File: src/rtl/debug_halt_ctrl.sv
// debug_halt_ctrl: debug halt/resume sequencer that parks the core, holds the debug PC and redirects fetch on resume.
//   Optional single-step support is compiled in with `define DBG_STEP_EN.
//   Ports:
//     clk, rst                  clock, asynchronous active-high reset
//     halt_req                  level halt request from the debug module
//     resume_req, step_req      one-cycle resume request; step_req turns it into a single step
//     pipe_empty, instr_retire  pipeline drained / one instruction retired this cycle
//     pc_current                PC of the next instruction to execute
//     dpc_wr_en, dpc_wr_data    debugger write port for dpc (honoured only while halted)
//     pc_sel, dpc               select and data1 of the downstream PC mux
//     stall, halted, resume_ack fetch/issue freeze, halt status, one-cycle resume acknowledge
//     halt_cycles               saturating count of cycles spent halted
module debug_halt_ctrl #(
    parameter logic [31:0] RESET_PC = 32'h0000_0000,
    parameter int          CNT_W    = 16
) (
    input  logic             clk,
    input  logic             rst,
    input  logic             halt_req,
    input  logic             resume_req,
    input  logic             step_req,
    input  logic             pipe_empty,
    input  logic             instr_retire,
    input  logic [31:0]      pc_current,
    input  logic             dpc_wr_en,
    input  logic [31:0]      dpc_wr_data,
    output logic             pc_sel,
    output logic [31:0]      dpc,
    output logic             stall,
    output logic             halted,
    output logic             resume_ack,
    output logic [CNT_W-1:0] halt_cycles
);

`ifdef DBG_STEP_EN
    typedef enum logic [2:0] {RUNNING, HALT_PEND, HALTED, RESUME, STEP} state_t;
`else
    typedef enum logic [1:0] {RUNNING, HALT_PEND, HALTED, RESUME} state_t;
`endif

    state_t state, state_nxt;

    always_ff @(posedge clk or posedge rst) begin
        if (rst) state <= RUNNING;
        else     state <= state_nxt;
    end

`ifdef DBG_STEP_EN
    // Remembers whether the accepted resume was a step, so RESUME knows where to go.
    logic step_q;
    always_ff @(posedge clk or posedge rst) begin
        if (rst)                              step_q <= 1'b0;
        else if (state == HALTED && resume_req) step_q <= step_req;
    end
`else
    logic unused_inputs;
    assign unused_inputs = ^{step_req, instr_retire};
`endif

    always_comb begin
        state_nxt = state;
        case (state)
            RUNNING:   if (halt_req)   state_nxt = HALT_PEND;
            HALT_PEND: if (pipe_empty) state_nxt = HALTED;
            HALTED:    if (resume_req) state_nxt = RESUME;
`ifdef DBG_STEP_EN
            RESUME:    state_nxt = step_q ? STEP : RUNNING;
            STEP:      if (instr_retire) state_nxt = HALT_PEND;
`else
            RESUME:    state_nxt = RUNNING;
`endif
            default:   state_nxt = RUNNING;
        endcase
    end

    // Status outputs decode the state register directly, so they are glitch-free
    // and the fetch redirect is exactly as wide as RESUME.
    assign pc_sel     = (state == RESUME);
    assign resume_ack = (state == RESUME);
    assign stall      = (state == HALT_PEND) || (state == HALTED);
    assign halted     = (state == HALTED);

    // A write accepted in the same cycle as resume_req lands before RESUME, so the
    // redirect uses the freshly written PC.
    always_ff @(posedge clk or posedge rst) begin
        if (rst)                                     dpc <= RESET_PC;
        else if (state == HALT_PEND && pipe_empty)   dpc <= pc_current;
        else if (state == HALTED && dpc_wr_en)       dpc <= dpc_wr_data;
    end

    always_ff @(posedge clk or posedge rst) begin
        if (rst)                                                halt_cycles <= '0;
        else if (state_nxt == HALT_PEND && state != HALT_PEND)  halt_cycles <= '0;
        else if (state == HALTED && halt_cycles != '1)          halt_cycles <= halt_cycles + CNT_W'(1);
    end

endmodule

File: config.mk
export PLATFORM = sky130hd
export DESIGN_NAME = debug_halt_ctrl
export DESIGN_NICKNAME = d
export VERILOG_FILES = /design/src/rtl/debug_halt_ctrl.sv
export SDC_FILE = /design/constraint.sdc
export NUM_CORES = 1
export LEC_CHECK = 0
export CORE_MARGIN = 5
export CORE_UTILIZATION = 60
export DETAILED_ROUTE_END_ITERATION = 10
export DONT_BUFFER_PORTS = 1
export GPL_TIMING_DRIVEN = 0
export PLACE_DENSITY = 0.79
export SKIP_LAST_GASP = 1
export SYNTH_ARGS = -nofsm -noshare
export SYNTH_HDL_FRONTEND = slang
export SYNTH_SLANG_ARGS = --single-unit
File: constraint.sdc
create_clock -name clk -period 2.2 [get_ports clk]
set_input_delay 0.22 -clock clk [delete_from_list [all_inputs] [get_ports clk]]
set_output_delay 0.22 -clock clk [all_outputs]
set_load 0.05 [all_outputs]
# --- After elaboration in Yosys (flattened, before gate mapping) ---
# Cells that the tools add are included.
totals:
  ff_bits: 50
  romBits: 0
  n_memories: 0
  out_inout_bits: 52
  elab_cells: 26
  inputBits: 72
  latch_bits: 0
  ramBits: 0
classes:
  eq_ne: 6
  mul: 0
  n_shift: 0
  div_mod_pow: 0
  order_cmp: 0
  reduce_logical: 8
  n_bitwise: 0
  n_mux: 8
  addsub: 1
op_table:
  columns: ["cell", "n"]
  rows:
  - ["two-way mux 32 bit", 2]
  - ["two-way mux 16 bit", 2]
  - ["adder 16 x 1 -> 16 bit, second input constant", 1]
  - ["inequality test 16 bit, second input constant", 1]
  - ["case mux 2 bit (4 select lines)", 1]
  - ["two-way mux 2 bit", 3]
  - ["equality test 2 x 1 -> 1 bit, second input constant", 2]
  - ["equality test 2 bit, second input constant", 2]
  - ["logical AND 1 bit", 4]
  - ["nonzero test 2 bit", 2]
  - ["logical NOT 2 bit", 1]
  - ["inequality test 2 x 1 -> 1 bit, second input constant", 1]
  - ["logical OR 1 bit", 1]

# --- Longest topological paths before layout ---
# Gate-level depths: netlist of the first run.
depth:
  depth_word: 5
  depth_mapped: 7
  depth_no_buf: 6

# --- Worst setup path after synthesis of the first run ---
# Ideal clock, no wire load.
synth_timing:
  path_type: "register to register"
  start: "register state[0]"
  end: "register halt_cycles[13]"
  synth_period_minus_slack_ns: 2.255
  t_required_ns: 2.122
  stages_incl_launch_ff: 7
  slack_ns: -0.055
  path_buffers: 0
  setup_time_ns: 0.078
  arrival_ns: 2.177
  path_cell_list: "dfrtp_1 > inv_1 > ha_1 > nand4_2 > or3_4 > or4_1 > a21oi_1"
synth_via:
  elab_chain_cells: 5
  elab_cells_between_ends: 14
  cone_classes: "eq/ne: 5; mux: 5; reduce/logical: 4"
synth_rtl:
  columns: ["element", "line", "rtl"]
  rows:
  - ["start, declared", "41", "state_t state, state_nxt;"]
  - ["start signal, assigned", "45", "else state <= state_nxt;"]
  - ["equality test 2 bit *", null, null]
  - ["via halted", "30", "output logic halted,"]
  - ["case mux 2 bit (4 select lines)", "62", "case (state)"]
  - ["equality test 2 x 1 -> 1 bit", "93", "else if (state_nxt == HALT_PEND && state != HALT_PEND) halt_cycles <= '0;"]
  - ["logical AND 1 bit", "93", null]
  - ["two-way mux 16 bit / nonzero test 2 bit (equally long branches)", null, null]
  - ["end signal, assigned", "94", "else if (state == HALTED && halt_cycles != '1) halt_cycles <= halt_cycles + CNT_W'(1);"]
  - ["end, declared", "32", "output logic [CNT_W-1:0] halt_cycles"]
# Mark *: on every way through the listed nets, which the timed path passes. The rest lies on a longest branch.
# A chain may end at the register's enable or synchronous reset.

# --- Worst setup path after layout of the first run ---
layout_timing:
  start: "register halt_cycles[3]"
  end: "register halt_cycles[13]"
layout_via:
  elab_chain_cells: 3
  elab_cells_between_ends: 6
  cone_classes: "add/sub: 1; eq/ne: 1; mux: 2; reduce/logical: 2"
layout_rtl:
  columns: ["element", "line"]
  rows:
  - ["adder 16 x 1 -> 16 bit / inequality test 16 bit (equally long branches)", "94"]
  - ["two-way mux 16 bit / logical AND 1 bit (equally long branches)", "94"]
  - ["two-way mux 16 bit / nonzero test 2 bit (equally long branches)", null]
# Several ways; a longest one is shown, not always the timed one. The select of a mux whose other input is x is not followed.

==> results of run 1 <==
how the worst max path moves through the flow:
stage                              start         endpoint  slack [ns]  depth (start not counted)
after floorplan                 state[0]  halt_cycles[13]        0.12                          6
after global placement          state[0]  halt_cycles[13]       -0.05                          6
after detailed placement  halt_cycles[0]   halt_cycles[1]        -0.1                          6
after CTS                 halt_cycles[2]  halt_cycles[13]       0.006                          5
after global routing      halt_cycles[3]  halt_cycles[13]       -0.07                          4
final                     halt_cycles[3]  halt_cycles[13]        0.03                          4
synthesized netlist by cell type:
cell	count
clkbuf_1	8
nor3_1	3
or3_1	5
dfrtp_1	50
a21oi_1	13
nand4_1	4
o21ai_0	41
a221oi_1	1
o21bai_1	1
nand2_1	41
o41ai_1	1
buf_4	1
o311a_2	1
or3_4	1
o31ai_1	5
nor2b_1	2
o311ai_1	1
and4_2	1
ha_1	5
o211ai_1	1
a22oi_1	1
o211a_1	1
buf_2	2
o21a_1	1
buf_1	3
o311ai_0	1
or3_2	1
nand3b_1	2
or4_2	1
or4_1	4
nor4_1	2
xor2_1	1
nand3_1	4
nand4_2	2
mux2i_1	32
nor2_1	3
inv_1	6
and4_1	1
cells in the final DEF (no fill, tap or decap), types with 2 or more instances in the layout:
cell type / instances
buf_2: 2
ha_1: 4
inv_1: 5
mux2i_1: 32
nand4_1: 4
nand2_1: 41
clkbuf_8: 6
dfrtp_2: 6
nand3_1: 4
clkbuf_2: 4
o31ai_1: 5
nand3b_1: 2
clkbuf_1: 7
o21ai_0: 41
a21oi_1: 13
dfrtp_1: 44
or4_1: 4
or3_1: 5
nor3_1: 3
nor2_1: 3
nor2b_1: 2
per-layer routing:
metal  wire [um]  global-route usage  vias to the layer above
met5           0                   0                        -
met4          76             0.06522                        0
met3         643             0.07076                        7
met2        3011              0.3580                       96
met1        2339              0.2702                      920
li1            -                   -                      938
sequential cells by signal (all words and copies together), names as in the netlist:
signal,count
halt_cycles,16
dpc,32
state,2
final cells by class:
class / count / area share
Buffer: 14 / 0.02315
Clock buffer: 6 / 0.02996
Clock inverter: 2 / 0.004539
Inverter: 6 / 0.008171
Multi-Input combinational cell: 184 / 0.4439
Sequential cell: 50 / 0.4567
Tap cell: 50 / 0.02270
Timing Repair Buffer: 2 / 0.01089
metrics by stage:
stage          hold slack [ns]  utilization   TNS, ns  power [W]
6_report               0.02915       0.6842         0   0.004184
5_1_grt                0.02407       0.6842  -0.09263   0.004413
4_1_cts                0.01494       0.6758         0   0.004205
3_5_place_dp            0.1778       0.6457   -0.5217   0.003645
3_3_place_gp            0.3380       0.6407   -0.1877   0.003582
2_1_floorplan           0.3261            -         0   0.003333
kinds of logic (layout without fill, tap and decap cells):
logic type / after synthesis / in the layout / synth area share
simple gates: 77 / 77 / 0.1581
xor+xnor: 1 / 1 / 0.003481
mux: 32 / 32 / 0.1273
buf+inv: 20 / 30 / 0.03232
flops: 50 / 50 / 0.4973
compound gates: 69 / 69 / 0.1566
fa+ha+maj: 5 / 5 / 0.02486
power by group through the flow:
stage                     Combinational (W)  Sequential [W]  Clock [W]
after floorplan                    0.000885         0.00245          0
after global placement              0.00105         0.00253          0
after detailed placement            0.00110         0.00254          0
after CTS                           0.00111         0.00253   0.000560
after global routing                0.00125         0.00257   0.000595
final                               0.00111         0.00253   0.000548
what timing repair did:
action                                  4_1_cts  5_1_grt
hold endpoints to repair                     24        0
resized for setup                             6       10
endpoints found under the setup margin        8       44
buffers inserted                              0        0
hold buffers                                  1        0
==> out/results.txt, run 1 <==
first-pass GRT wire length: 9.149 mm
worst-margin pin slew: 0.6345 ns
worst hold path class: input pin to flip-flop
Routed WL: 6.070 mm
Via Count: 1961
max_cap viols: 0
mean post-synth cell area: 9.906 um^2
Worst Skew: 0.009134 ns
critical path class: flip-flop to flip-flop
outcome: complete, no violations
Worst Path Arrival: 2.39 ns
core area: 4029 um^2
Yosys top cell area share: 0.4973
vias in the first global route: 1916
Setup WS pre-CTS: -0.09947 ns
relative slew slack: 0.5770
reg2reg setup slack: 0.03 ns
hold wc startpoint: halt_req
multi-input logic area: 1224 um^2
clock network fraction of total power: 0.131
drt wl/cell: 19.33 um
Worst EP required: 2.41 ns
Post-layout nets: 340
row cnt: 23
fin area: 2756 um^2
GR Util All Layers: 0.2159
Combinational Power Share: 0.266
warnings from Yosys: 0
biggest area consumer among synthesized cells: dfrtp_1
HPWL Detailed: 4.631 mm
DP Cell Count: 305
Final Slew Violations: 0
CP max FO: 8
largest net degree at the start of global routing: 27
Final Setup Violations: 0
Highest Clock Rate: 460.5 MHz
Critical Path, Cell by Cell: nand4_2 > or3_4 > or4_1 > a21oi_1
io pins: 124
die area: 5589 um^2
syn nets: 331
startpoint types: flip-flop
worst reg2reg startpoint: halt_cycles[3]
DR iter-0 viols: 105
Worst-path clk slew: 0.09 ns
Inserted Clock Buffers: 5
crit end category: flip-flop
Synth Register Bits: 50
clk sinks: 50
reg2reg end: halt_cycles[13]
RSZ-0062 raised after global routing: yes
worst hold stages: 1
VDD IR max: 0.0009670 V
initial antenna violation count: 0
placed instance area: 2601 um^2
post-route minimum period: 2.171 ns
Switch Pwr: 0.002322 W
Leak Pwr: 1.338 nW
post-synth design cell area: 2516 um^2
Flop pwr share: 0.604
Synth Instances: 254
share of layout cells above drive strength 1: 0.1288
CTS tree: yes
GR Overflow Total: 0
Die X-Extent: 74.76 um
clock root buffer: clkbuf_8
Critical-path top delay cell: dfrtp_1
die height: 74.76 um
top cells by area, synth: dfrtp_1 (50%), mux2i_1 (13%), o21ai_0 (8.2%), nand2_1 (6.1%), a21oi_1 (2.6%)
synth unique cells: 38
register area share after synthesis: 0.4973
sequential cell area: 1259 um^2
filler cell count: 326
Net Sw Frac: 0.5551
final worst path period share: 0.9870
P&R area growth vs syn: 9.547%
Crit path largest cell delay: 0.76 ns
DRC errors left: 0
CP Buf/Inv Count: 0
r2r worst-path depth: 4
Pwr Density: 1518 nW/um^2
Hold Violations, Final: 0
Worst Hold End: state[1]
drt pass-1 iters: 4
htree depth: 2
Post-Layout Cell Count: 314
slack of the critical path: 0.02853 ns
internal power: 0.001861 W
clock tree buffer depth: 2
initial core utilization: 0.6245
CP top delay family: simple AND/OR/NAND/NOR gates
Port Buffers: 0
Skew-Pair Late Insertion Delay: 0.30 ns
ANT nets after route: 0
DR vias/cell: 6.245
gpl congestion: 0.7934
Ant. Diodes: 0
Power figures use the tool's default switching activity.
==> run 2, diff against run 1 <==
--- a/config.mk
+++ b/config.mk
@@ -5,6 +5,7 @@
 export SDC_FILE = /design/constraint.sdc
 export NUM_CORES = 1
 export LEC_CHECK = 0
+export ABC_AREA = 1
 export CORE_MARGIN = 5
 export CORE_UTILIZATION = 60
 export DETAILED_ROUTE_END_ITERATION = 10
==> out/results.txt, run 2 <==
crit end category: flip-flop (unchanged)
Hold Violations, Final: 0 (unchanged)
max reg flops: 32 (unchanged)
mean post-synth cell area: 7.730 um^2 (was 9.906 um^2)
Pwr Density: 1599 nW/um^2 (was 1518 nW/um^2)
Crit path largest cell delay: 0.42 ns (was 0.76 ns)
Ant. Diodes: 0 (unchanged)
register area share after synthesis: 0.4496 (was 0.4973)
clock root buffer: clkbuf_8 (unchanged)
Routed WL: 6.845 mm (was 6.070 mm)
htree depth: 2 (unchanged)
Synth Instances: 360 (was 254)
drt pass-1 iters: 4 (unchanged)
DR iter-0 viols: 142 (was 105)
post-synth design cell area: 2783 um^2 (was 2516 um^2)
worst-margin pin slew: 0.6397 ns (was 0.6345 ns)
core area: 4414 um^2 (was 4029 um^2)
Worst EP required: 2.44 ns (was 2.41 ns)
Core Util, Final: 0.6712 (was 0.6842)
initial antenna violation count: 0 (unchanged)
first-pass GRT wire length: 11.43 mm (was 9.149 mm)
Compound-Gate Fraction of Synth Area: 0.1299 (was 0.1566)
area share of and/or/nand/nor cells after synthesis: 0.3017 (was 0.1581)
Post-synth ARST share: 1.000 (unchanged)
main flop type after synthesis: dfrtp_1 (unchanged)
critical path class: flip-flop to flip-flop (unchanged)
top cells by area, synth: dfrtp_1 (45%), nand3_1 (11%), o21ai_1 (9.5%), nor2_1 (7.4%), nand2_1 (6.6%) (was dfrtp_1 (50%), mux2i_1 (13%), o21ai_0 (8.2%), nand2_1 (6.1%), a21oi_1 (2.6%))
Worst Path Arrival: 2.20 ns (was 2.39 ns)
commonest non-fill, non-tap cell in the layout: nand3_1 (was dfrtp_1)
Post-layout nets: 446 (was 340)
final worst path period share: 0.8931 (was 0.9870)
Largest regs: dpc (32), halt_cycles (16), state (2) (unchanged)
GR Util All Layers: 0.2261 (was 0.2159)
DR vias/cell: 5.812 (was 6.245)
clk sinks: 50 (unchanged)
Yosys top cell area share: 0.4496 (was 0.4973)
syn nets: 437 (was 331)
Critical-path top delay cell: dfrtp_1 (unchanged)
warnings from Yosys: 0 (unchanged)
gpl congestion: 0.8381 (was 0.7934)
largest net degree at the start of global routing: 43 (was 27)
Highest Clock Rate: 508.9 MHz (was 460.5 MHz)
HPWL Detailed: 5.134 mm (was 4.631 mm)
Final Slew Violations: 0 (unchanged)
drt wl/cell: 16.26 um (was 19.33 um)
P&R area growth vs syn: 6.475% (was 9.547%)
slack of the critical path: 0.2351 ns (was 0.02853 ns)
outcome: complete, no violations (unchanged)
row cnt: 24 (was 23)
placed instance area: 2868 um^2 (was 2601 um^2)
startpoint types: flip-flop (unchanged)
Port Buffers: 0 (unchanged)
most common library cells after synthesis: nand3_1 (59), nor2_1 (55), o21ai_1 (53) (was dfrtp_1 (50), nand2_1 (41), o21ai_0 (41))
CP dominant cell by count: nand2_1
clock tree buffer depth: 2 (unchanged)
DRC errors left: 0 (unchanged)
setup TNS: 0 ns (unchanged)
CTS tree: yes (unchanged)
largest family of logic cells by synthesized area: simple AND/OR/NAND/NOR gates (unchanged)
Top reg by flops: dpc (unchanged)
Critical Path, Cell by Cell: inv_1 > ha_2 > buf_6 > nand2_1 > nand2_1 > buf_2 > o21ai_0 > o21ai_1 (was nand4_2 > or3_4 > or4_1 > a21oi_1)
VDD IR max: 0.0009897 V (was 0.0009670 V)
post-route minimum period: 1.965 ns (was 2.171 ns)
GR Overflow Total: 0 (unchanged)
io pins: 124 (unchanged)
initial core utilization: 0.6304 (was 0.6245)
biggest area consumer among synthesized cells: dfrtp_1 (unchanged)
Leak Pwr: 1.397 nW (was 1.338 nW)
adder and majority cell fraction of the synthesized area: 0.02248 (was 0.02486)
max_cap viols: 0 (unchanged)
commonest non-fill, non-tap cells in the layout: nand3_1 (59), nor2_1 (55), o21ai_1 (53) (was dfrtp_1 (44), nand2_1 (41), o21ai_0 (41))
relative slew slack: 0.5736 (was 0.5770)
filler cell count: 376 (was 326)
CP Buf/Inv Count: 3 (was 0)
Die X-Extent: 78.10 um (was 74.76 um)
vias in the first global route: 2425 (was 1916)
Inserted Clock Buffers: 5 (unchanged)
RSZ-0062 raised after global routing: no (was yes)
Skew-Pair Late Insertion Delay: 0.30 ns (about the same)
EDFF count, synth: 0 (unchanged)
worst hold path class: input pin to flip-flop (unchanged)
Worst-path clk slew: 0.10 ns (was 0.09 ns)
fin area: 2963 um^2 (was 2756 um^2)
ANT nets after route: 0 (unchanged)
die area: 6100 um^2 (was 5589 um^2)
CP max FO: 10 (was 8)
Synth Register Bits: 50 (unchanged)
share of layout cells above drive strength 1: 0.1030 (was 0.1288)
Setup WS pre-CTS: 0.05986 ns (was -0.09947 ns)
Synth Area in XOR/XNOR: 0.01888 (was 0.003481)
Worst Skew: 0.01050 ns (was 0.009134 ns)
smallest hold slack: 0.08103 ns (was 0.02915 ns)
synth unique cells: 26 (was 38)
Via Count: 2447 (was 1961)
die height: 78.10 um (was 74.76 um)
Final Setup Violations: 0 (unchanged)
mux share of post-synthesis cell area: 0 (was 0.1273)
CP top delay family: buffers and inverters (was simple AND/OR/NAND/NOR gates)
most frequent cell after synthesis: nand3_1 (was dfrtp_1)
## run 2: cell count changes in the layout (fill, tap and decap cells not counted), moves of 12 or more
cell	before	now
o21ai_0	41	15
a21oi_1	13	1
o21ai_1	0	53
mux2i_1	32	0
inv_1	5	20
nand3_1	4	59
nor2_1	3	55
## run 2: worst paths after layout
check | start | end | slack [ns] | cells after the start
worst max-delay path | state[0] | dpc[28] | 0.24 | 8
worst min-delay path | dpc_wr_data[30] | dpc[30] | 0.08 | 2
worst max register to register | state[0] | dpc[28] | 0.24 | 8
worst min register to register | state[0] | state[0] | 0.61 | 2
max in group asynchronous | rst | halt_cycles[7] | 1.44 | 3
min in group asynchronous | rst | dpc[18] | 0.28 | 2
## run 2: what timing repair did
action | CTS | global route
endpoints found under the hold margin | 8 | 0
setup endpoints to repair | 0 | 43
setup buffers | 0 | 0
resized for setup | 0 | 1
hold buffers | 1 | 0
## run 2: through the flow
stage               instances  power (W)
floorplan                 360   0.003851
finish                    421   0.004738
CTS                       421   0.004772
global placement          412   0.004186
global route              421   0.005054
detailed placement        413   0.004242
## run 2: worst register-to-register path: stages, from the launching register on
cell     delay [ns]
dfrtp_1        0.42
inv_1          0.10
ha_2           0.37
buf_6          0.19
nand2_1        0.17
nand2_1        0.20
buf_2          0.22
o21ai_0        0.12
o21ai_1        0.14
## run 2: routing by layer
metal / share of wire / track usage / routed length (um)
met1: 0.39 / 0.2745 / 2685
met2: 0.49 / 0.3742 / 3384
met3: 0.095 / 0.07437 / 652
met4: 0.018 / 0.08277 / 123
met5: 0 / 0 / 0
## run 2: logic make-up after synthesis
family                     Yosys count
adders and majority gates            5
buffers and inverters               46
AOI/OAI and AO/OA                   70
xor gates and xnor gates             6
DFF                                 50
and+or+nand+nor                    183
## run 2: layout make-up
cell class / instances / area [um^2] / share of cell area
Multi-Input combinational cell: 264 / 1319 / 0.4451
Sequential cell: 50 / 1251 / 0.4223
Buffer: 22 / 125.1 / 0.04223
Inverter: 24 / 90.09 / 0.03041
Clock buffer: 5 / 68.82 / 0.02323
Tap cell: 52 / 65.06 / 0.02196
Timing Repair Buffer: 2 / 30.03 / 0.01014
Clock inverter: 2 / 13.76 / 0.004645
## run 2: report_power, final
part / leakage, nW / internal [W] / switching, W
clock: 0.0444 / 0.000220 / 0.000308
sequential: 0.639 / 0.00123 / 0.00137
combinational: 0.713 / 0.000561 / 0.00105
total: 1.40 / 0.00201 / 0.00273
